## src/rtl/wb_pkg.sv

```systemverilog
// Shared types and constants for the writeback stage.
package wb_pkg;

  localparam int XLEN = 64;

  localparam logic [4:0] REG_X0 = 5'd0;

  typedef struct packed {
    logic [4:0]      rd;
    logic [XLEN-1:0] data;
  } wb_entry_t;

  // One-hot GPR mask used to build the pending-write vector.
  function automatic logic [31:0] rd_onehot(input logic [4:0] rd);
    rd_onehot = 32'd1 << rd;
  endfunction

endpackage

```

## src/rtl/wb_fifo.sv

```systemverilog
// Small FIFO holding mul/div results until a writeback slot is free.
// Per-slot valid bits are exported so the parent can build its pending mask.
module wb_fifo
  import wb_pkg::*;
#(
  parameter int DEPTH = 2,
  localparam int PW = $clog2(DEPTH),
  localparam int CW = $clog2(DEPTH) + 1
) (
  input  logic             clock,
  input  logic             reset,
  input  logic             push,
  input  wb_entry_t        push_entry,
  input  logic             pop,
  output wb_entry_t        head,
  output logic             full,
  output logic             empty,
  output logic [CW-1:0]    count,
  output wb_entry_t        entries [DEPTH],
  output logic [DEPTH-1:0] valid
);

  logic [PW-1:0] wr_ptr;
  logic [PW-1:0] rd_ptr;
  wb_entry_t     mem [DEPTH];

  assign full  = (count == CW'(DEPTH));
  assign empty = (count == '0);
  assign head  = mem[rd_ptr];

  // Export storage so pending-register tracking can see every queued rd.
  always_comb begin
    for (int i = 0; i < DEPTH; i++) begin
      entries[i] = mem[i];
    end
  end

  // Pointer, occupancy and slot-valid bookkeeping; pointers wrap naturally.
  always_ff @(posedge clock or negedge reset) begin
    if (!reset) begin
      wr_ptr <= '0;
      rd_ptr <= '0;
      count  <= '0;
      valid  <= '0;
    end else begin
      if (push) begin
        wr_ptr <= wr_ptr + 1'b1;
      end
      if (pop) begin
        rd_ptr <= rd_ptr + 1'b1;
      end
      case ({push, pop})
        2'b10:   count <= count + 1'b1;
        2'b01:   count <= count - 1'b1;
        default: count <= count;
      endcase
      for (int i = 0; i < DEPTH; i++) begin
        if (push && (wr_ptr == PW'(i))) begin
          valid[i] <= 1'b1;
        end else if (pop && (rd_ptr == PW'(i))) begin
          valid[i] <= 1'b0;
        end
      end
    end
  end

  // Entry storage; data is only meaningful where the valid bit is set.
  always_ff @(posedge clock or negedge reset) begin
    if (!reset) begin
      for (int i = 0; i < DEPTH; i++) begin
        mem[i] <= '0;
      end
    end else if (push) begin
      mem[wr_ptr] <= push_entry;
    end
  end

endmodule

```

## src/rtl/wb_arbiter.sv

```systemverilog
// Writeback arbiter: merges the unstallable pipeline result with queued
// mul/div results onto the single register-file write port.
module wb_arbiter
  import wb_pkg::*;
#(
  parameter int DEPTH = 2,
  localparam int CW = $clog2(DEPTH) + 1
) (
  input  logic            clock,
  input  logic            reset,
  input  logic            pipe_wen_i,
  input  logic [4:0]      pipe_rd_i,
  input  logic [XLEN-1:0] pipe_wdata_i,
  input  logic            md_valid_i,
  output logic            md_ready_o,
  input  logic [4:0]      md_rd_i,
  input  logic [XLEN-1:0] md_wdata_i,
  output logic            wen_o,
  output logic [4:0]      rd_o,
  output logic [XLEN-1:0] wdata_o,
  output logic [31:0]     pend_o,
  output logic [CW-1:0]   count_o
);

  logic             pipe_go;
  logic             md_accept;
  logic             md_live;
  logic             fifo_push;
  logic             fifo_pop;
  logic             fifo_full;
  logic             fifo_empty;
  logic             out_from_md;
  wb_entry_t        md_entry;
  wb_entry_t        fifo_head;
  wb_entry_t        fifo_entries [DEPTH];
  logic [DEPTH-1:0] fifo_valid;

  // Ready comes from registered occupancy only, so a full FIFO refuses even while draining.
  assign md_ready_o = !fifo_full;
  assign md_accept  = md_valid_i && md_ready_o;
  assign md_live    = md_accept && (md_rd_i != REG_X0);
  assign pipe_go    = pipe_wen_i && (pipe_rd_i != REG_X0);
  assign md_entry   = '{rd: md_rd_i, data: md_wdata_i};

  // Queue an md result only when the slot is taken by the pipe or by an older entry.
  always_comb begin
    fifo_pop  = 1'b0;
    fifo_push = 1'b0;
    if (pipe_go) begin
      fifo_push = md_live;
    end else if (!fifo_empty) begin
      fifo_pop  = 1'b1;
      fifo_push = md_live;
    end
  end

  wb_fifo #(
    .DEPTH(DEPTH)
  ) u_fifo (
    .clock      (clock),
    .reset      (reset),
    .push       (fifo_push),
    .push_entry (md_entry),
    .pop        (fifo_pop),
    .head       (fifo_head),
    .full       (fifo_full),
    .empty      (fifo_empty),
    .count      (count_o),
    .entries    (fifo_entries),
    .valid      (fifo_valid)
  );

  // Output register: pipe first, then FIFO head, then md bypass, else idle.
  always_ff @(posedge clock or negedge reset) begin
    if (!reset) begin
      wen_o       <= 1'b0;
      rd_o        <= '0;
      wdata_o     <= '0;
      out_from_md <= 1'b0;
    end else if (pipe_go) begin
      wen_o       <= 1'b1;
      rd_o        <= pipe_rd_i;
      wdata_o     <= pipe_wdata_i;
      out_from_md <= 1'b0;
    end else if (!fifo_empty) begin
      wen_o       <= 1'b1;
      rd_o        <= fifo_head.rd;
      wdata_o     <= fifo_head.data;
      out_from_md <= 1'b1;
    end else if (md_live) begin
      wen_o       <= 1'b1;
      rd_o        <= md_rd_i;
      wdata_o     <= md_wdata_i;
      out_from_md <= 1'b1;
    end else begin
      wen_o       <= 1'b0;
      out_from_md <= 1'b0;
    end
  end

  // Pending mask built from registered state: queued rds plus an md write in the output stage.
  always_comb begin
    pend_o = '0;
    for (int i = 0; i < DEPTH; i++) begin
      if (fifo_valid[i]) begin
        pend_o = pend_o | rd_onehot(fifo_entries[i].rd);
      end
    end
    if (wen_o && out_from_md) begin
      pend_o = pend_o | rd_onehot(rd_o);
    end
  end

endmodule

```

## config.mk

```make
export PLATFORM = sky130hd
export DESIGN_NAME = wb_arbiter
export DESIGN_NICKNAME = d
export VERILOG_FILES = /design/src/rtl/wb_pkg.sv /design/src/rtl/wb_fifo.sv /design/src/rtl/wb_arbiter.sv
export SDC_FILE = /design/constraint.sdc
export NUM_CORES = 1
export LEC_CHECK = 0
export ABC_AREA = 1
export CORE_ASPECT_RATIO = 1.1
export CORE_MARGIN = 2
export CORE_UTILIZATION = 56
export CTS_CLUSTER_DIAMETER = 150
export DETAILED_ROUTE_END_ITERATION = 7
export PLACE_DENSITY_LB_ADDON = 0.1
export SLEW_MARGIN = 20
export SYNTH_ARGS = -nofsm -noshare
export SYNTH_HDL_FRONTEND = slang
export SYNTH_SLANG_ARGS = --single-unit
```

## constraint.sdc

```tcl
create_clock -name clock -period 2.55 [get_ports clock]
set_clock_uncertainty 0.2 [all_clocks]
set_input_delay 0.255 -clock clock [delete_from_list [all_inputs] [get_ports clock]]
set_output_delay 0.255 -clock clock [all_outputs]
set_load 0.1 [all_outputs]
```

# Yosys cells after proc, flatten, opt, wreduce, memory -nomap -nowiden
# Index checks and enable logic that the tools add are counted.
[totals] in_bits=142 regBits=215 wordCells=77
[op_classes] mux=28 bitwise_logic=6 n_addsub=4 n_shift=3 eq_ne=4 n_lt_le_gt_ge=3 reduce_logical=16
[op_table] cell="69-bit 2-to-1 mux" n=4
[op_table] cell="64-bit 2-to-1 mux" n=3
[op_table] cell="138-bit bitwise mux" n=1
[op_table] cell="32-bit 2-to-1 mux" n=3
[op_table] cell="1-bit by 5-bit << shifter with 32-bit output (first input constant)" n=3
[op_table] cell="69-bit demux with 1-bit select" n=1
[op_table] cell="32-bit bitwise OR" n=2
[op_table] cell="5-bit 2-to-1 mux" n=3
[op_table] cell="1-bit 2-to-1 mux" n=12
[op_table] cell="5-bit nonzero test" n=2
[op_table] cell="1-bit logical AND" n=9
[op_table] cell="2-bit nonzero test" n=3
[op_table] cell="2-bit == test (second input constant)" n=2
[op_table] cell="2-bit >= comparator (second input constant)" n=2
[op_table] cell="1-bit NOT with 2-bit output" n=2
[op_table] cell="2-bit case mux with 2 select lines" n=1
[op_table] cell="3-bit inequality test (second input constant)" n=1
[op_table] cell="1-bit adder (second input constant)" n=2
[op_table] cell="2-bit by 1-bit adder with 2-bit output (second input constant)" n=1
[op_table] cell="2-bit by 1-bit == test with 1-bit output (second input constant)" n=1
[op_table] cell="2-bit logical NOT" n=1
[op_table] cell="2-bit by 1-bit < comparator with 1-bit output (second input constant)" n=1
[op_table] cell="1-bit NOT" n=2
[op_table] cell="2-bit by 1-bit subtractor with 2-bit output (second input constant)" n=1
[op_table] cell="1-bit logical NOT" n=1

# Depth between registers and ports, before layout
[depth] depth_word=8 ltp_mapped=11 depth_no_buf=9

# Modules after synthesis
# Synthesis repeated with hierarchy kept, for this count alone.
[hier_totals] cells_unflattened=1770 area_unflattened_um2=12269.3
[modules_own_cells] mod="wb_fifo" cells_per_inst=771 instances=1 area_per_inst_um2=6383.6 seq_area_each_um2=3603.5
[modules_own_cells] mod="wb_arbiter" cells_per_inst=999 instances=1 area_per_inst_um2=5885.6 seq_area_each_um2=1776.7

# Worst setup path before layout
# Ideal clock, no wire load.
[synth_path] kind="register -> output" startpoint="register rd_o[2]" endpoint="output port pend_o[23]" path_stages_with_launch=6 t_required_ns=2.095 slack_ns=-0.366 t_arrival_ns=2.461 path_buffers=1 path_cell_list="dfrtp_1 clkbuf_1 inv_1 nor4_1 nand2_1 nand3_1"
[synth_between] elab_chain_len=3
[synth_rtl] item="from (decl)" line="wb_arbiter.sv:19" rtl="output logic [4:0] rd_o,"
[synth_rtl] item="from (signal assigned)" line="wb_arbiter.sv:82" rtl="rd_o <= pipe_rd_i;"
[synth_rtl] item="from (signal assigned)" line="wb_arbiter.sv:87" rtl="rd_o <= fifo_head.rd;"
[synth_rtl] item="from (signal assigned)" line="wb_arbiter.sv:92" rtl="rd_o <= md_rd_i;"
[synth_rtl] item="1-bit by 5-bit << shifter with 32-bit output" line="wb_pkg.sv:15" rtl="rd_onehot = 32'd1 << rd;"
[synth_rtl] item="32-bit bitwise OR" line="wb_arbiter.sv:110" rtl="pend_o = pend_o | rd_onehot(rd_o);"
[synth_rtl] item="32-bit 2-to-1 mux" line="wb_arbiter.sv:109" rtl="if (wen_o && out_from_md) begin"
[synth_rtl] item="to (decl)" line="wb_arbiter.sv:21" rtl="output logic [31:0] pend_o,"
# Every way passes these cells.

# Worst setup path in the final report
[layout_path] startpoint="register u_fifo.mem (netlist bit u_fifo.entries[66])" endpoint="output port pend_o[24]"
[layout_between] elab_chain_len=5
[layout_rtl] item="from (decl)" line="wb_fifo.sv:25" rtl="wb_entry_t mem [DEPTH];"
[layout_rtl] item="from (signal, indexed assignment)" line="wb_fifo.sv:74" rtl="mem[wr_ptr] <= push_entry;"
[layout_rtl] item="1-bit by 5-bit << shifter with 32-bit output (*)" line="wb_pkg.sv:15"
[layout_rtl] item="32-bit bitwise OR (*)" line="wb_arbiter.sv:106" rtl="pend_o = pend_o | rd_onehot(fifo_entries[i].rd);"
[layout_rtl] item="32-bit 2-to-1 mux (*)" line="wb_arbiter.sv:105" rtl="if (fifo_valid[i]) begin"
[layout_rtl] item="32-bit bitwise OR" line="wb_arbiter.sv:110"
[layout_rtl] item="32-bit 2-to-1 mux (*)" line="wb_arbiter.sv:109"
# Every way passes the cells marked *; elsewhere a longest branch is shown, timed or not.

==> results.toml <==
[outcome]
status = "completed"

[floorplan]
chipWidth_um = 140
std_cell_rows = 54
die_area_um2 = 21500
start_util_pct = 57.2
die_h_um = 153
core-area_um2 = 19900
io_pins = 247

[yosys]
synth_area_um2 = 11400
ys_types = 24
synth-seq-cells = 215
postSynthAreaPerCell_um2 = 7.09
yosysSeqAreaShare_pct = 47.3
yosys_warnings = 0
syn-num-nets = 1746
synthCells = 1604

[min_path]
hp-class = "in -> async"

[place]
place_congestion = 0.884
pre_cts_slack_ps = 192
portBuffers = 246
hpwl_um = 21500

[clock_network]
clock_latency_ps = 510
clock-sinks = 215
htreeDepth = 1
cts_buffer_depth = 3
clkTransAtPathRegs_ps = 60
cts_buffers = 23
cts-root-buf = "clkbuf_16"
cts_tree = "built"

[setup_path]
cp_top_family = "simple AND/OR/NAND/NOR gates"
end_kind = "output port"
r2r_start = "u_fifo.count[0]"
path_buf_inv = 1
required_ps = 2100
cp_cell_sequence = "nor3_1, nand3_1, nand3_2, buf_12"
ff2ff_path_depth = 9
worstSetupStartpointType = "register"
crit_type = "reg -> out"
reg2reg_slack_ps = 380
cpPeakStageDelay_ps = 570
crit_fanout = 9
cp.arrival_ps = 2060
worstSetupStartpoint = "u_fifo.entries[66]"
cp_num_cells = 4
slowest_stage = "nor3_1"

[sta]
period_needed_ps = 2510
worstMarginPinSlew_ps = 618
post-route-period-util_pct = 98.6
relSlewSlack_pct = 58.5
hold_viol = 0
finalSetupTns_ps = 0
worst_slack_ps = 35.0
finalSetupViolCount = 0
drv_slew = 0
grt_setup_unrepaired = "true"
holdWs_ps = 59.2
fmax_mhz = 398

[grt]
antenna_found_initial = 0
grt_overflow = 0
grt_max_degree = 85
grt_util_all_layers_pct = 30.3
grt_pass1_wl_um = 54100
grt_pass1_vias = 10935

[drt]
drt_wl_total_um = 32500
vias_per_cell = 5.42
drc = 0
postRouteAntennaNets = 0
num_vias = 11226
first_pass_iters = 5
drtIter0Drc = 868
wl_per_cell_um = 15.7

[pwr]
power_density_nw_per_um2 = 1490
worst_ir_drop_vdd_uv = 1110
power_w = 0.0224
power.leakage_nw = 7.64

[cells_and_area]
final_common_cell = "nand2_1"
n_fill_cell = 1569
layout-drive-gt1-share_pct = 12.9
syn2layout_area_growth_pct = 32.0
most-common-layout-cells = "nand2_1, dfrtp_1, o21ai_1, clkdlybuf4s50_1, nor2_1"
n_antenna_cell = 0
layout.nets = 1943

[flow_run]
max_cap_violations = 0
==> final cells by class <==
cell class	count	area, um2	area share (%)
clock buffer	32	659	4.39
multi-input combinational	1186	5210	34.7
inverter	98	373	2.48
sequential	215	5390	35.9
clock inverter	10	60.1	0.400
timing repair buffer	277	3000	20.0
tap	252	315	2.10
==> per-layer routing <==
metal	GRT usage, %	routed length, um	vias to the layer above
met5	0	0	-
met4	7.48	472	0
met3	4.79	2550	39
met2	49.0	15200	450
met1	43.2	14200	5261
li1	-	-	5476
==> cell families after synthesis <==
logic type,count (synthesis),share of synthesized area [%]
flops,215,47.3
compound gates,281,12.5
simple gates,905,31.6
buf+inv,203,8.58
==> final timing paths <==
kind,to
setup / recovery,pend_o[24]
hold / removal,u_fifo.entries[134]
setup reg to reg,wdata_o[57]
hold reg to reg,wdata_o[41]
max in group asynchronous,u_fifo.entries[130]
min in group clock,u_fifo.entries[52]
==> cell usage after synthesis, drive strengths merged <==
master / n / area [um2]
nor2: 96 / 368
nand3: 87 / 448
a21oi: 64 / 320
clkbuf: 40 / 150
buf: 65 / 453
clkinv: 3 / 16.3
dfrtp: 215 / 5380
nor4: 10 / 62.6
a21boi: 1 / 11.3
inv: 95 / 357
nand3b: 1 / 20.0
nand2: 697 / 2620
nor3: 14 / 70.1
o21ai: 213 / 1070
o211ai: 3 / 22.5
==> timing repair <==
item	CTS	global route
gates resized for setup	1	7
hold endpoints to repair	215	0
setup buffers	0	0
hold buffers	1	0
endpoints found under the setup margin	2	19
pin swaps	0	0
==> flip-flops by register name, indices dropped and copies added (netlist names) <==
register / flops
wdata_o: 64
u_fifo.rd_ptr: 1
out_from_md: 1
u_fifo.valid: 2
rd_o: 5
u_fifo.wr_ptr: 1
u_fifo.count: 2
wen_o: 1
u_fifo.entries: 138
==> stage by stage <==
stage | cells | utilization (%) | cell area, um2
finish | 2070 | 75.6 | 15000
global route | 2070 | 75.6 | 15000
CTS | 2070 | 75.4 | 15000
detailed placement | 2027 | 71.7 | 14200
global placement | 2027 | 71.7 | 14200
floorplan | 1604 | - | 11500
==> power breakdown <==
group	leakage, nW	internal, W	switching (W)	total, W
Clock	0.361	0.00181	0.00136	0.00318
Sequential	2.65	0.00504	0.00110	0.00614
Combinational	4.63	0.00337	0.00968	0.0131
==> worst reg2reg max path: stages (launching register included) <==
cell and delay [ps]:
dfrtp_1 450, inv_2 140, nand2_2 100, inv_2 150
buf_4 430, a21oi_1 90, o21ai_0 290, nand2_1 90
nand2_1 80, nand2_1 50
(Power assumes the default switching activity.)
